--- src/rtl/branch_sequencer.sv ---
`default_nettype none
// ============================================================================
//  Module      : branch_sequencer
//  Description : Sequencing controller for the KGP-RISC branch unit.
//                Owns the PC and the architectural flag register, fetches
//                instructions over a req/valid handshake, holds each
//                instruction until the datapath reports completion, then
//                commits pc+4 or the branch target. Generates the
//                return-address write strobe for calls and parks on halt.
//                Optional feature macro: BRANCH_COUNT_EN adds a saturating
//                taken-branch counter on output taken_count.
//  Revision    : 1.0  initial release
// ============================================================================
module branch_sequencer #(
    parameter int              PC_W        = 12,
    parameter logic [PC_W-1:0] RESET_PC    = '0,
    parameter int              HALT_OPCODE = 63,
    parameter int              CALL_OPCODE = 58
) (
    input  logic            clk,
    input  logic            rst,
    output logic            imem_req,
    output logic [PC_W-1:0] imem_addr,
    input  logic            imem_valid,
    input  logic [31:0]     imem_data,
    output logic [31:0]     instr,
    output logic            instr_valid,
    input  logic            exec_done,
    input  logic            flag_we,
    input  logic [3:0]      alu_flags,
    output logic            carry_flag,
    output logic            zero_flag,
    output logic            sign_flag,
    output logic            overflow_flag,
    input  logic            is_branch,
    input  logic [PC_W-1:0] pc_label,
    output logic [PC_W-1:0] pc,
    output logic            ra_we,
    output logic            halted
`ifdef BRANCH_COUNT_EN
    ,
    output logic [15:0]     taken_count
`endif
);

    localparam logic [5:0]      c_HALT_OP = 6'(HALT_OPCODE);
    localparam logic [5:0]      c_CALL_OP = 6'(CALL_OPCODE);
    localparam logic [PC_W-1:0] c_PC_STEP = PC_W'(4);

    typedef enum logic [1:0] {
        S_BOOT  = 2'd0,
        S_FETCH = 2'd1,
        S_EXEC  = 2'd2,
        S_HALT  = 2'd3
    } state_t;

    state_t          r_state;
    logic [PC_W-1:0] r_pc;
    logic [31:0]     r_instr;
    logic [3:0]      r_flags;
    logic            r_imemReq;
    logic            r_instrValid;
    logic            r_halted;

    logic            w_execDone;
    logic            w_isHalt;
    logic            w_isCall;
    logic [PC_W-1:0] w_target;
    logic [PC_W-1:0] w_nextPc;
    logic            w_unusedLabelBits;

    // Completion is only meaningful while an instruction is being executed
    assign w_execDone = (r_state == S_EXEC) && exec_done;
    assign w_isHalt   = (r_instr[31:26] == c_HALT_OP);
    assign w_isCall   = (r_instr[31:26] == c_CALL_OP);

    // Branch targets are word aligned; the label's low bits are discarded
    assign w_target          = {pc_label[PC_W-1:2], 2'b00};
    assign w_unusedLabelBits = ^pc_label[1:0];
    assign w_nextPc          = is_branch ? w_target : (r_pc + c_PC_STEP);

    // Sequencer: state, PC, instruction latch, flags and registered strobes
    always_ff @(posedge clk or posedge rst) begin
        if (rst) begin
            r_state      <= S_BOOT;
            r_pc         <= RESET_PC;
            r_instr      <= '0;
            r_flags      <= '0;
            r_imemReq    <= 1'b0;
            r_instrValid <= 1'b0;
            r_halted     <= 1'b0;
        end else begin
            case (r_state)
                S_BOOT: begin
                    r_state   <= S_FETCH;
                    r_imemReq <= 1'b1;
                end
                S_FETCH: begin
                    if (imem_valid) begin
                        r_instr      <= imem_data;
                        r_state      <= S_EXEC;
                        r_imemReq    <= 1'b0;
                        r_instrValid <= 1'b1;
                    end
                end
                S_EXEC: begin
                    if (exec_done) begin
                        // New flags are seen by the next instruction only
                        if (flag_we) begin
                            r_flags <= alu_flags;
                        end
                        r_instrValid <= 1'b0;
                        if (w_isHalt) begin
                            r_state  <= S_HALT;
                            r_halted <= 1'b1;
                        end else begin
                            r_pc      <= w_nextPc;
                            r_state   <= S_FETCH;
                            r_imemReq <= 1'b1;
                        end
                    end
                end
                S_HALT: begin
                    r_halted <= 1'b1;
                end
                default: begin
                    r_state      <= S_BOOT;
                    r_imemReq    <= 1'b0;
                    r_instrValid <= 1'b0;
                    r_halted     <= 1'b0;
                end
            endcase
        end
    end

`ifdef BRANCH_COUNT_EN
    logic [15:0] r_takenCount;

    // Saturating count of completed instructions whose branch was taken
    always_ff @(posedge clk or posedge rst) begin
        if (rst) begin
            r_takenCount <= '0;
        end else if (w_execDone && is_branch && (r_takenCount != 16'hFFFF)) begin
            r_takenCount <= r_takenCount + 16'd1;
        end
    end

    assign taken_count = r_takenCount;
`endif

    // Return-address write happens in the completion cycle so the register
    // file captures a value derived from the still-current PC
    assign ra_we = w_execDone && w_isCall;

    assign imem_req      = r_imemReq;
    assign imem_addr     = r_pc;
    assign pc            = r_pc;
    assign instr         = r_instr;
    assign instr_valid   = r_instrValid;
    assign halted        = r_halted;
    assign carry_flag    = r_flags[3];
    assign zero_flag     = r_flags[2];
    assign sign_flag     = r_flags[1];
    assign overflow_flag = r_flags[0];

endmodule
`default_nettype wire

--- config.mk ---
export PLATFORM = sky130hd
export DESIGN_NAME = branch_sequencer
export DESIGN_NICKNAME = d
export VERILOG_FILES = /design/src/rtl/branch_sequencer.sv
export SDC_FILE = /design/constraint.sdc
export NUM_CORES = 1
export LEC_CHECK = 0
export CAP_MARGIN = 25
export CORE_UTILIZATION = 25
export CTS_BUF_LIST = sky130_fd_sc_hd__clkbuf_16
export CTS_CLUSTER_SIZE = 12
export DETAILED_ROUTE_END_ITERATION = 7
export GPL_TIMING_DRIVEN = 0
export MAX_ROUTING_LAYER = met4
export PLACE_DENSITY = 0.58
export REMOVE_ABC_BUFFERS = 1
export SETUP_SLACK_MARGIN = 0.2
export SYNTH_ARGS = -nofsm -noshare
export SYNTH_HDL_FRONTEND = slang
export SYNTH_SLANG_ARGS = --single-unit
--- constraint.sdc ---
create_clock -name clk -period 1.5 [get_ports clk]
set_input_delay 0.225 -clock clk [delete_from_list [all_inputs] [get_ports clk]]
set_output_delay 0.225 -clock clk [all_outputs]
set_load 0.01 [all_outputs]
==> results of run 1 <==
## routing by layer
layer / up-vias / share of wire [%] / GRT usage [%]
met5: - / 0 / -
met4: 0 / 1.5 / 1.697
met3: 6 / 7.2 / 4.039
met2: 86 / 48 / 23.08
met1: 989 / 43 / 16.16
li1: 957 / - / -
## flip-flops by register name, summed over array words and instances, names as in the netlist
name	count
instr	32
imem_addr	10
r_flags	4
r_state	2
halted	1
imem_req	1
instr_valid	1
## per-stage QoR
stage	instances	setup slack (ns)	power [mW]	hold WS, ns
global route	459	-0.06370	8.700	0.3794
floorplan	178	-0.1151	4.070	0.3567
finish	459	-0.0005571	8.171	0.3158
detailed placement	419	-0.5792	6.075	0.4740
global placement	418	-1.194	6.016	0.4637
CTS	450	-0.05982	7.690	0.3395
## layout by cell type (no fill, tap or decap), types with 4 or more instances in the layout
master | netlist | routed
a21oi_1 | 13 | 8
a21oi_2 | 0 | 5
buf_4 | 14 | 17
buf_6 | 0 | 8
clkbuf_16 | 0 | 5
clkbuf_2 | 0 | 5
clkdlybuf4s50_1 | 0 | 49
conb_1 | 1 | 4
dfrtp_1 | 51 | 44
dfrtp_2 | 0 | 7
dlygate4sd2_1 | 0 | 55
inv_1 | 9 | 5
inv_2 | 0 | 4
mux2_4 | 0 | 37
mux2i_1 | 4 | 4
nand2_1 | 7 | 5
nand2_8 | 0 | 4
nor2_1 | 4 | 4
o21ai_1 | 0 | 4
o21ai_2 | 0 | 4
## final cells by class
type	instances	area (µm²)
Fill cell	897	4965
Multi-Input combinational cell	122	1359
Timing Repair Buffer	139	1291
Sequential cell	51	1285
Tap cell	129	161.4
Clock buffer	5	125.1
Inverter	10	38.79
Clock inverter	3	15.01
## report_power, final
| group | switching [mW] | internal [mW] |
|---|---|---|
| sequential | 0.493 | 2.07 |
| clock | 0.492 | 0.608 |
| combinational | 1.89 | 2.62 |
| total | 2.88 | 5.29 |
## cell families (layout without fill, tap and decap cells)
group	after synthesis	after routing
flip-flops	51	51
multiplexers	41	41
AO/OA/AOI/OAI	39	41
buffers and inverters	31	157
AND/OR/NAND/NOR	28	31
adder cells (fa/ha/maj)	5	5
other	1	4
## what timing repair did
| item | CTS | global route |
|---|---|---|
| endpoints found under the setup margin | 109 | 51 |
| pin swaps | 5 | 10 |
| hold buffers | 0 | 0 |
| cloned | 4 | 1 |
| resized for setup | 121 | 61 |
| buffers inserted | 19 | 8 |
## worst max path at each step
stage	start	to	slack [ns]	cells past startpoint
floorplan	r_state[0]$_DFFE_PP0P_	instr[0]$_DFFE_PP0P_	-0.12	3
global route	r_state[0]$_DFFE_PP0P_	ra_we	-0.06	5
finish	r_state[1]$_DFFE_PP0P_	instr[4]$_DFFE_PP0P_	-0.0006	5
CTS	r_state[0]$_DFFE_PP0P_	ra_we	-0.06	5
detailed placement	is_branch	imem_addr[11]$_DFFE_PP0P_	-0.58	5
global placement	rst	instr[14]$_DFFE_PP0P_	-1.19	2
## worst max-delay path, stage by stage, from the launching register on
cell and delay, ns:
dfrtp_2 0.45, inv_2 0.08, ha_4 0.28, buf_12 0.15
nand2_8 0.09, mux2_4 0.34
==> key figures, run 1 <==
Floorplan
  – Area of the core: 9240 µm²
  – Area of the die: 9959 µm²
  – Initial Utilization: 25.88%
  – DIE WIDTH: 99.80 µm
  – Die height: 99.80 µm
  – I/O Pins: 118
  – Row count: 35

Yosys
  – Largest family of logic cells by synthesized area: multiplexers
  – Most instantiated cells after synthesis: dfrtp_1 (51), mux2_2 (35), buf_4 (14), a21oi_1 (13), o21ai_0 (10)
  – Synth Area in Simple Gates: 7.169%
  – Yosys warns: 0
  – Area share of the largest cell type after synthesis: 53.38%
  – Register area share after synthesis: 53.38%
  – Mapped Avg Cell Area: 12.20 µm²
  – XOR/XNOR Fraction of Synth Area: 0%
  – Mux contribution to synthesized area: 19.10%
  – Synth Area in Adders: 2.616%
  – Synth cell types: 35
  – Compound-Gate Fraction of Synth Area: 10.15%
  – Number of synthesized flops with an enable pin: 0
  – Yosys reg bits: 51
  – Mapped Area: 2391 µm²
  – Fraction of registers with async set/reset: 100.0%
  – Top-count cell post-synth: dfrtp_1
  – Synth area leader: dfrtp_1
  – Synth Flop Type: dfrtp_1
  – Gate Count Post-Synth: 196
  – Synth top area cells: dfrtp_1 (53%), mux2_2 (16%), buf_4 (4.4%), a21oi_1 (2.7%), ha_1 (2.6%)

GRT
  – Largest net degree at the start of global routing: 29
  – Vias in the first global route: 2073
  – Remaining global-route overflow: 0
  – Total GRT Usage: 13.51%
  – Initial antenna violation count: 0
  – First-pass GRT wire length: 10.34 mm

Critical path
  – CP max FO: 8
  – Kind of critical path: register to register
  – Reg-to-reg setup timing slack: -0.0006 ns
  – RR Endpoint: instr[4]$_DFFE_PP0P_
  – R2R depth: 5
  – Crit path launch type: register
  – Crit path capture type: register
  – CP Data Arrival Time: 1.67 ns
  – CP required: 1.67 ns
  – Critical R2R Launch: r_state[1]$_DFFE_PP0P_

Detailed routing
  – DRC Markers: 0
  – ANT nets after route: 0
  – WL final: 6.877 mm
  – DRT Pass-1 Iters: 4
  – Via count: 2038
  – Initial DRC Count: 62
  – Vias per Instance: 4.440
  – WL/cell: 14.98 µm

Timing
  – Worst-Margin Slew: 0.5426 ns
  – Final setup TNS: -0.0005571 ns
  – Final Hold Vio Count: 0
  – RSZ-0062 raised after global routing: yes
  – Period Utilization, post-route: 100.0%
  – Setup-failing EPs final: 1
  – Final WS setup: -0.0005571 ns
  – Setup Skew: 0.009480 ns
  – Slew margin rel.: 63.77%
  – Max Slew Vio Count: 0
  – Min cycle time layout: 1.501 ns
  – F_max: 666.4 MHz

Power and ir drop
  – Max IR drop VDD: 0.0007331 V
  – Pwr dens: 1911 nW/µm²
  – Pleak: 1.939 nW

Placement
  – Port buffer count: 111
  – GP Congestion: 0.7900
  – Placed instance area: 3555 µm²
  – DPL Wire Length: 4.004 mm

Outcome
  – Failing checks: negative setup slack
  – Outcome: finished with violations

Clock tree
  – Clock buffer depth: 2
  – CTS sink count: 51
  – Root buf cell: clkbuf_16
  – Clk pin slew, worst setup/hold paths: 0.07 ns
  – Total CTS buffers: 5
  – Latest clock arrival within the worst-skew pair: 0.29 ns
  – TritonCTS clock tree: yes
  – H-tree depth: 2

Finish
  – N_diodes: 0
  – Final Cell Area: 4275 µm²
  – Layout cells sized above 1: 37.27%
  – Post-Route Utilization: 46.27%
  – Final #Nets: 388
  – Area Overhead vs Synth: 78.81%

Worst hold path
  – Min-Delay Path Class: input pin to asynchronous set/reset pin

Run
  – Max Cap Viol: 0
Note: power is estimated with default switching activity, not from simulation.
==> run 2, diff against run 1 <==
Settings changed: PLACE_DENSITY 0.58 to 0.68.
==> key figures, run 2 (synthesis gave the netlist of run 1 again) <==
Critical path
  – R2R depth: 5
  – Crit path capture type: output port
  – Crit path launch type: register
  – Slowest stage delay, CP: 0.43 ns
  – Reg-to-reg setup timing slack: -0.02 ns
  – CP Capture Point: ra_we
  – CP startpoint: instr[30]$_DFFE_PP0P_
  – Critical path cell sequence: nand4_4 > nor4_4 > buf_2
  – CP required: 1.27 ns
  – Slowest-stage cell, CP: dfrtp_1
  – Kind of critical path: register to output port
  – RR Endpoint: instr[11]$_DFFE_PP0P_
  – CP max FO: 5
  – CP Data Arrival Time: 1.33 ns
  – Critical R2R Launch: r_state[0]$_DFFE_PP0P_

GRT
  – Vias in the first global route: 2211
  – Total GRT Usage: 14.56%
  – Remaining global-route overflow: 0
  – Initial antenna violation count: 0
  – First-pass GRT wire length: 11.03 mm
  – Largest net degree at the start of global routing: 29

Timing
  – F_max: 642.6 MHz
  – Setup Skew: 0.007355 ns
  – RSZ-0062 raised after global routing: yes
  – Slew margin rel.: 62.26%
  – Final Hold Vio Count: 0
  – Setup-failing EPs final: 7
  – Max Slew Vio Count: 0
  – Period Utilization, post-route: 103.8%
  – Worst-Margin Slew: 0.5654 ns
  – Min cycle time layout: 1.556 ns
  – Final WS setup: -0.05628 ns

Floorplan
  – Die height: 99.80 µm
  – DIE WIDTH: 99.80 µm
  – Row count: 35
  – Initial Utilization: 25.88%
  – Area of the die: 9959 µm²
  – I/O Pins: 118
  – Area of the core: 9240 µm²

Detailed routing
  – Via count: 2004
  – Vias per Instance: 4.424
  – DRT Pass-1 Iters: 4
  – WL/cell: 15.46 µm
  – DRC Markers: 0
  – ANT nets after route: 0
  – Initial DRC Count: 25
  – WL final: 7.003 mm

Power and ir drop
  – Max IR drop VDD: 0.001056 V
  – Pwr dens: 1931 nW/µm²
  – Pleak: 1.913 nW

Outcome
  – Failing checks: negative setup slack
  – Outcome: finished with violations

Finish
  – Final Cell Area: 4235 µm²
  – N_diodes: 0
  – Commonest non-fill, non-tap cell in the layout: dlygate4sd2_1
  – Commonest non-fill, non-tap cells in the layout: dlygate4sd2_1 (57), clkdlybuf4s50_1 (49), dfrtp_1 (43)
  – Area Overhead vs Synth: 77.13%
  – Layout cells sized above 1: 35.49%
  – Final #Nets: 382
  – Fillers: 856
  – Max FFs per register: 32

Clock tree
  – Clk pin slew, worst setup/hold paths: 0.08 ns
  – Clock buffer depth: 2
  – CTS sink count: 51
  – Root buf cell: clkbuf_16
  – Total CTS buffers: 5
  – H-tree depth: 2
  – Latest clock arrival within the worst-skew pair: 0.29 ns
  – TritonCTS clock tree: yes
  – Hold buffer count at cts: 0

Placement
  – Port buffer count: 111
  – GP Congestion: 0.7589
  – Placed instance area: 3555 µm²
  – Post-place setup slack: -0.5616 ns
  – DPL Wire Length: 4.252 mm

Run
  – Max Cap Viol: 0

Worst hold path
  – Min-Delay Path Class: input pin to asynchronous set/reset pin
## run 2: worst min-delay path by stage
stage / startpoint / end / slack (ns) / cells past startpoint
2_1_floorplan: imem_data[26] / instr[26]$_DFFE_PP0P_ / 0.36 / 1
3_3_place_gp: halted$_DFFE_PP0P_ / halted$_DFFE_PP0P_ / 0.48 / 2
3_5_place_dp: instr[0]$_DFFE_PP0P_ / instr[0]$_DFFE_PP0P_ / 0.49 / 1
4_1_cts: rst / instr[23]$_DFFE_PP0P_ / 0.34 / 2
5_1_grt: rst / instr[22]$_DFFE_PP0P_ / 0.37 / 2
6_report: rst / instr[16]$_DFFE_PP0P_ / 0.32 / 2
## run 2: stage by stage
step	hold WS (ns)	cells	TNS (ns)	power [mW]	utilization (%)
floorplan	0.3567	178	-3.640	4.070	-
global placement	0.4839	418	-67.99	5.992	38.25
detailed placement	0.4925	419	-16.78	6.096	38.47
CTS	0.3374	448	-0.3175	7.673	43.14
global route	0.3728	453	-1.715	8.714	45.84
finish	0.3212	453	-0.1262	8.177	45.84
## run 2: cell type report
class	instances	area (µm²)	share of cell area, %
clock inverter	3	27.53	0.6499
clock buffer	5	125.1	2.954
sequential	51	1286	30.37
tap	129	161.4	3.811
timing repair buffer	135	1281	30.25
inverter	10	42.54	1.004
multi-input combinational	120	1311	30.96
## run 2: power by group
group          switching [mW]  internal (mW)
Sequential              0.530           2.07
Clock                   0.554          0.634
Combinational            1.86           2.53
Total                    2.94           5.24
## run 2: repair_timing
action                     CTS  global route
setup endpoints to repair  109            53
gates resized for setup    110            63
pin swaps                    4             8
buffers inserted            18             5
cloned                       3             0
## run 2: metal layers
layer,vias up,wire [µm],track usage [%]
met4,0,63,4.186
li1,939,-,-
met2,84,3405,24.24
met1,977,3099,17.28
met5,-,0,-
met3,4,435,3.969
## run 2: critical path, delay by kind of cell (launching register included)
kind / cells / cell delay [ns]
flip-flops: 1 / 0.43
buffers and inverters: 1 / 0.18
AND/OR/NAND/NOR: 2 / 0.43
==> run 3, diff against run 2 <==
Settings changed: ABC_AREA set to 1, GPL_ROUTABILITY_DRIVEN set to 0, PLACE_DENSITY 0.68 to 0.67.
==> key figures, run 3 <==
Timing
  – Final setup TNS: 0 ns
  – Setup Skew: 0.004960 ns
  – F_max: 668.0 MHz
  – Setup-failing EPs final: 0
  – Max Slew Vio Count: 0
  – Period Utilization, post-route: 99.81%
  – RSZ-0062 raised after global routing: yes
  – Min cycle time layout: 1.497 ns
  – Final Hold Vio Count: 0

Placement
  – DPL Wire Length: 4.659 mm
  – Placed instance area: 3686 µm²
  – Port buffer count: 111

Yosys
  – Area share of the largest cell type after synthesis: 50.92%
  – Synth Flop Type: dfrtp_1
  – Synth top area cells: dfrtp_1 (51%), nand2_1 (20%), buf_4 (4.2%), inv_1 (3.0%), nor2_1 (3.0%)
  – Number of synthesized flops with an enable pin: 0
  – Mapped Area: 2506 µm²
  – Synth area leader: dfrtp_1
  – Register area share after synthesis: 50.92%
  – Yosys warns: 0
  – Most instantiated cells after synthesis: nand2_1 (136), dfrtp_1 (51), inv_1 (20), nor2_1 (20), buf_4 (14)
  – Top-count cell post-synth: nand2_1
  – Mapped Avg Cell Area: 8.084 µm²
  – Gate Count Post-Synth: 310
  – Synth cell types: 28
  – Yosys reg bits: 51
  – Fraction of registers with async set/reset: 100.0%

GRT
  – Total GRT Usage: 14.63%
  – Largest net degree at the start of global routing: 32
  – Remaining global-route overflow: 0
  – Vias in the first global route: 2423
  – First-pass GRT wire length: 11.34 mm
  – Initial antenna violation count: 0

Detailed routing
  – ANT nets after route: 0
  – DRC Markers: 0
  – DRT Pass-1 Iters: 5
  – WL/cell: 13.60 µm
  – WL final: 7.861 mm
  – Via count: 2521
  – Initial DRC Count: 89
  – Vias per Instance: 4.362

Power and ir drop
  – Max IR drop VDD: 0.0008395 V
  – Pwr dens: 1798 nW/µm²
  – Pleak: 2.289 nW

Critical path
  – CP most frequent cell: buf_12
  – R2R depth: 9
  – Critical path buffers and inverters: 5
  – Crit path capture type: register
  – CP required: 1.68 ns
  – Worst path depth: 9
  – Kind of critical path: register to register
  – CP delay by family, top: buffers and inverters
  – CP Data Arrival Time: 1.68 ns
  – CP max FO: 8
  – Critical path cell sequence: buf_6 > inv_4 > ha_4 > buf_12 > nand2_8 > buf_12 > buf_12 > nand2_1 > nand2_1
  – Slowest-stage cell, CP: dfrtp_1
  – Crit path launch type: register
  – Slowest stage delay, CP: 0.42 ns

Finish
  – Final Cell Area: 4576 µm²
  – Layout cells sized above 1: 30.11%
  – Commonest non-fill, non-tap cells in the layout: nand2_1 (91), dlygate4sd2_1 (52), clkdlybuf4s50_1 (51)
  – Area Overhead vs Synth: 82.58%
  – Commonest non-fill, non-tap cell in the layout: nand2_1
  – Max FFs per register: 32
  – Final #Nets: 503
  – N_diodes: 0

Clock tree
  – CTS sink count: 51
  – Latest clock arrival within the worst-skew pair: 0.29 ns
  – Clk pin slew, worst setup/hold paths: 0.07 ns
  – Root buf cell: clkbuf_16
  – Clock buffer depth: 2
  – H-tree depth: 2
  – Total CTS buffers: 5
  – TritonCTS clock tree: yes

Floorplan
  – Area of the core: 9729 µm²
  – Area of the die: 10430 µm²
  – I/O Pins: 118
  – Initial Utilization: 25.76%
  – Row count: 36
  – Die height: 102.1 µm
  – DIE WIDTH: 102.1 µm

Worst hold path
  – Min-Delay Path Class: input pin to asynchronous set/reset pin

Run
  – Max Cap Viol: 0

Outcome
  – Outcome: finished clean
==> run 3: path summary, 6_finish.rpt <==
path	from	to	slack [ns]
setup / recovery	r_state[1]$_DFFE_PP0P_	instr[2]$_DFFE_PP0P_	0.003
setup reg to reg	r_state[1]$_DFFE_PP0P_	instr[2]$_DFFE_PP0P_	0.003
min in group clk	imem_data[24]	instr[24]$_DFFE_PP0P_	0.47
hold / removal	rst	instr[20]$_DFFE_PP0P_	0.28
max in group asynchronous	rst	imem_addr[7]$_DFFE_PP0P_	0.65
hold reg to reg	instr[14]$_DFFE_PP0P_	instr[14]$_DFFE_PP0P_	0.48
==> run 3: cell type report <==
| type | count | area (µm²) |
|---|---|---|
| clock buffers | 5 | 125.1 |
| clock inverters | 3 | 12.51 |
| fillers | 952 | 5154 |
| inverters | 23 | 116.4 |
| multi-input cells | 218 | 1383 |
| flip-flops and latches | 51 | 1282 |
| well taps | 133 | 166.4 |
| repair buffers | 143 | 1465 |
| repair inverters | 2 | 25.02 |
==> run 3: cells by family after synthesis <==
family	count (synthesis)	synth area share [%]
buffers and inverters	45	9.735
AOI/OAI and AO/OA	21	4.543
xor gates and xnor gates	1	0.3495
other	1	0.1496
adders and majority gates	5	2.496
and+or+nand+nor	182	30.00
DFF	51	50.92
muxes	4	1.797
==> run 3: worst reg2reg max path: stages (launching register included) <==
cell and delay [ns]:
dfrtp_1 0.42, buf_6 0.14, inv_4 0.04, ha_4 0.15, buf_12 0.11, nand2_8 0.09
buf_12 0.17, buf_12 0.15, nand2_1 0.06, nand2_1 0.05
==> run 3: metrics by stage <==
| step | total power [mW] | worst slack [ns] | util [%] | std cells | hold WS [ns] |
|---|---|---|---|---|---|
| 2_1_floorplan | 3.970 | -0.3305 | - | 291 | 0.3346 |
| 3_3_place_gp | 5.883 | -1.067 | 37.40 | 535 | 0.4610 |
| 3_5_place_dp | 6.030 | -0.6135 | 37.89 | 537 | 0.4644 |
| 4_1_cts | 7.516 | -0.01883 | 43.21 | 570 | 0.2985 |
| 5_1_grt | 8.814 | -0.04665 | 47.03 | 578 | 0.3298 |
| 6_report | 8.229 | 0.002900 | 47.03 | 578 | 0.2805 |
==> run 3: timing repair <==
action | in CTS | in global routing
gates resized for setup | 121 | 82
cloned | 4 | 2
setup buffers | 21 | 6
pin swaps | 22 | 34
endpoints found under the setup margin | 110 | 55
endpoints found under the hold margin | 0 | 0
hold buffers | 0 | 0
==> run 3: metal layers <==
| layer | wire [µm] | global-route usage (%) |
|---|---|---|
| met1 | 3259 | 16.78 |
| met2 | 4057 | 25.61 |
| met3 | 503 | 3.694 |
| met4 | 40 | 3.297 |
| met5 | 0 | - |
==> run 3: report_power, final <==
group | total, mW | internal, mW | switching (mW)
clock | 1.11 | 0.605 | 0.500
combinational | 4.50 | 2.30 | 2.20
sequential | 2.62 | 2.03 | 0.594
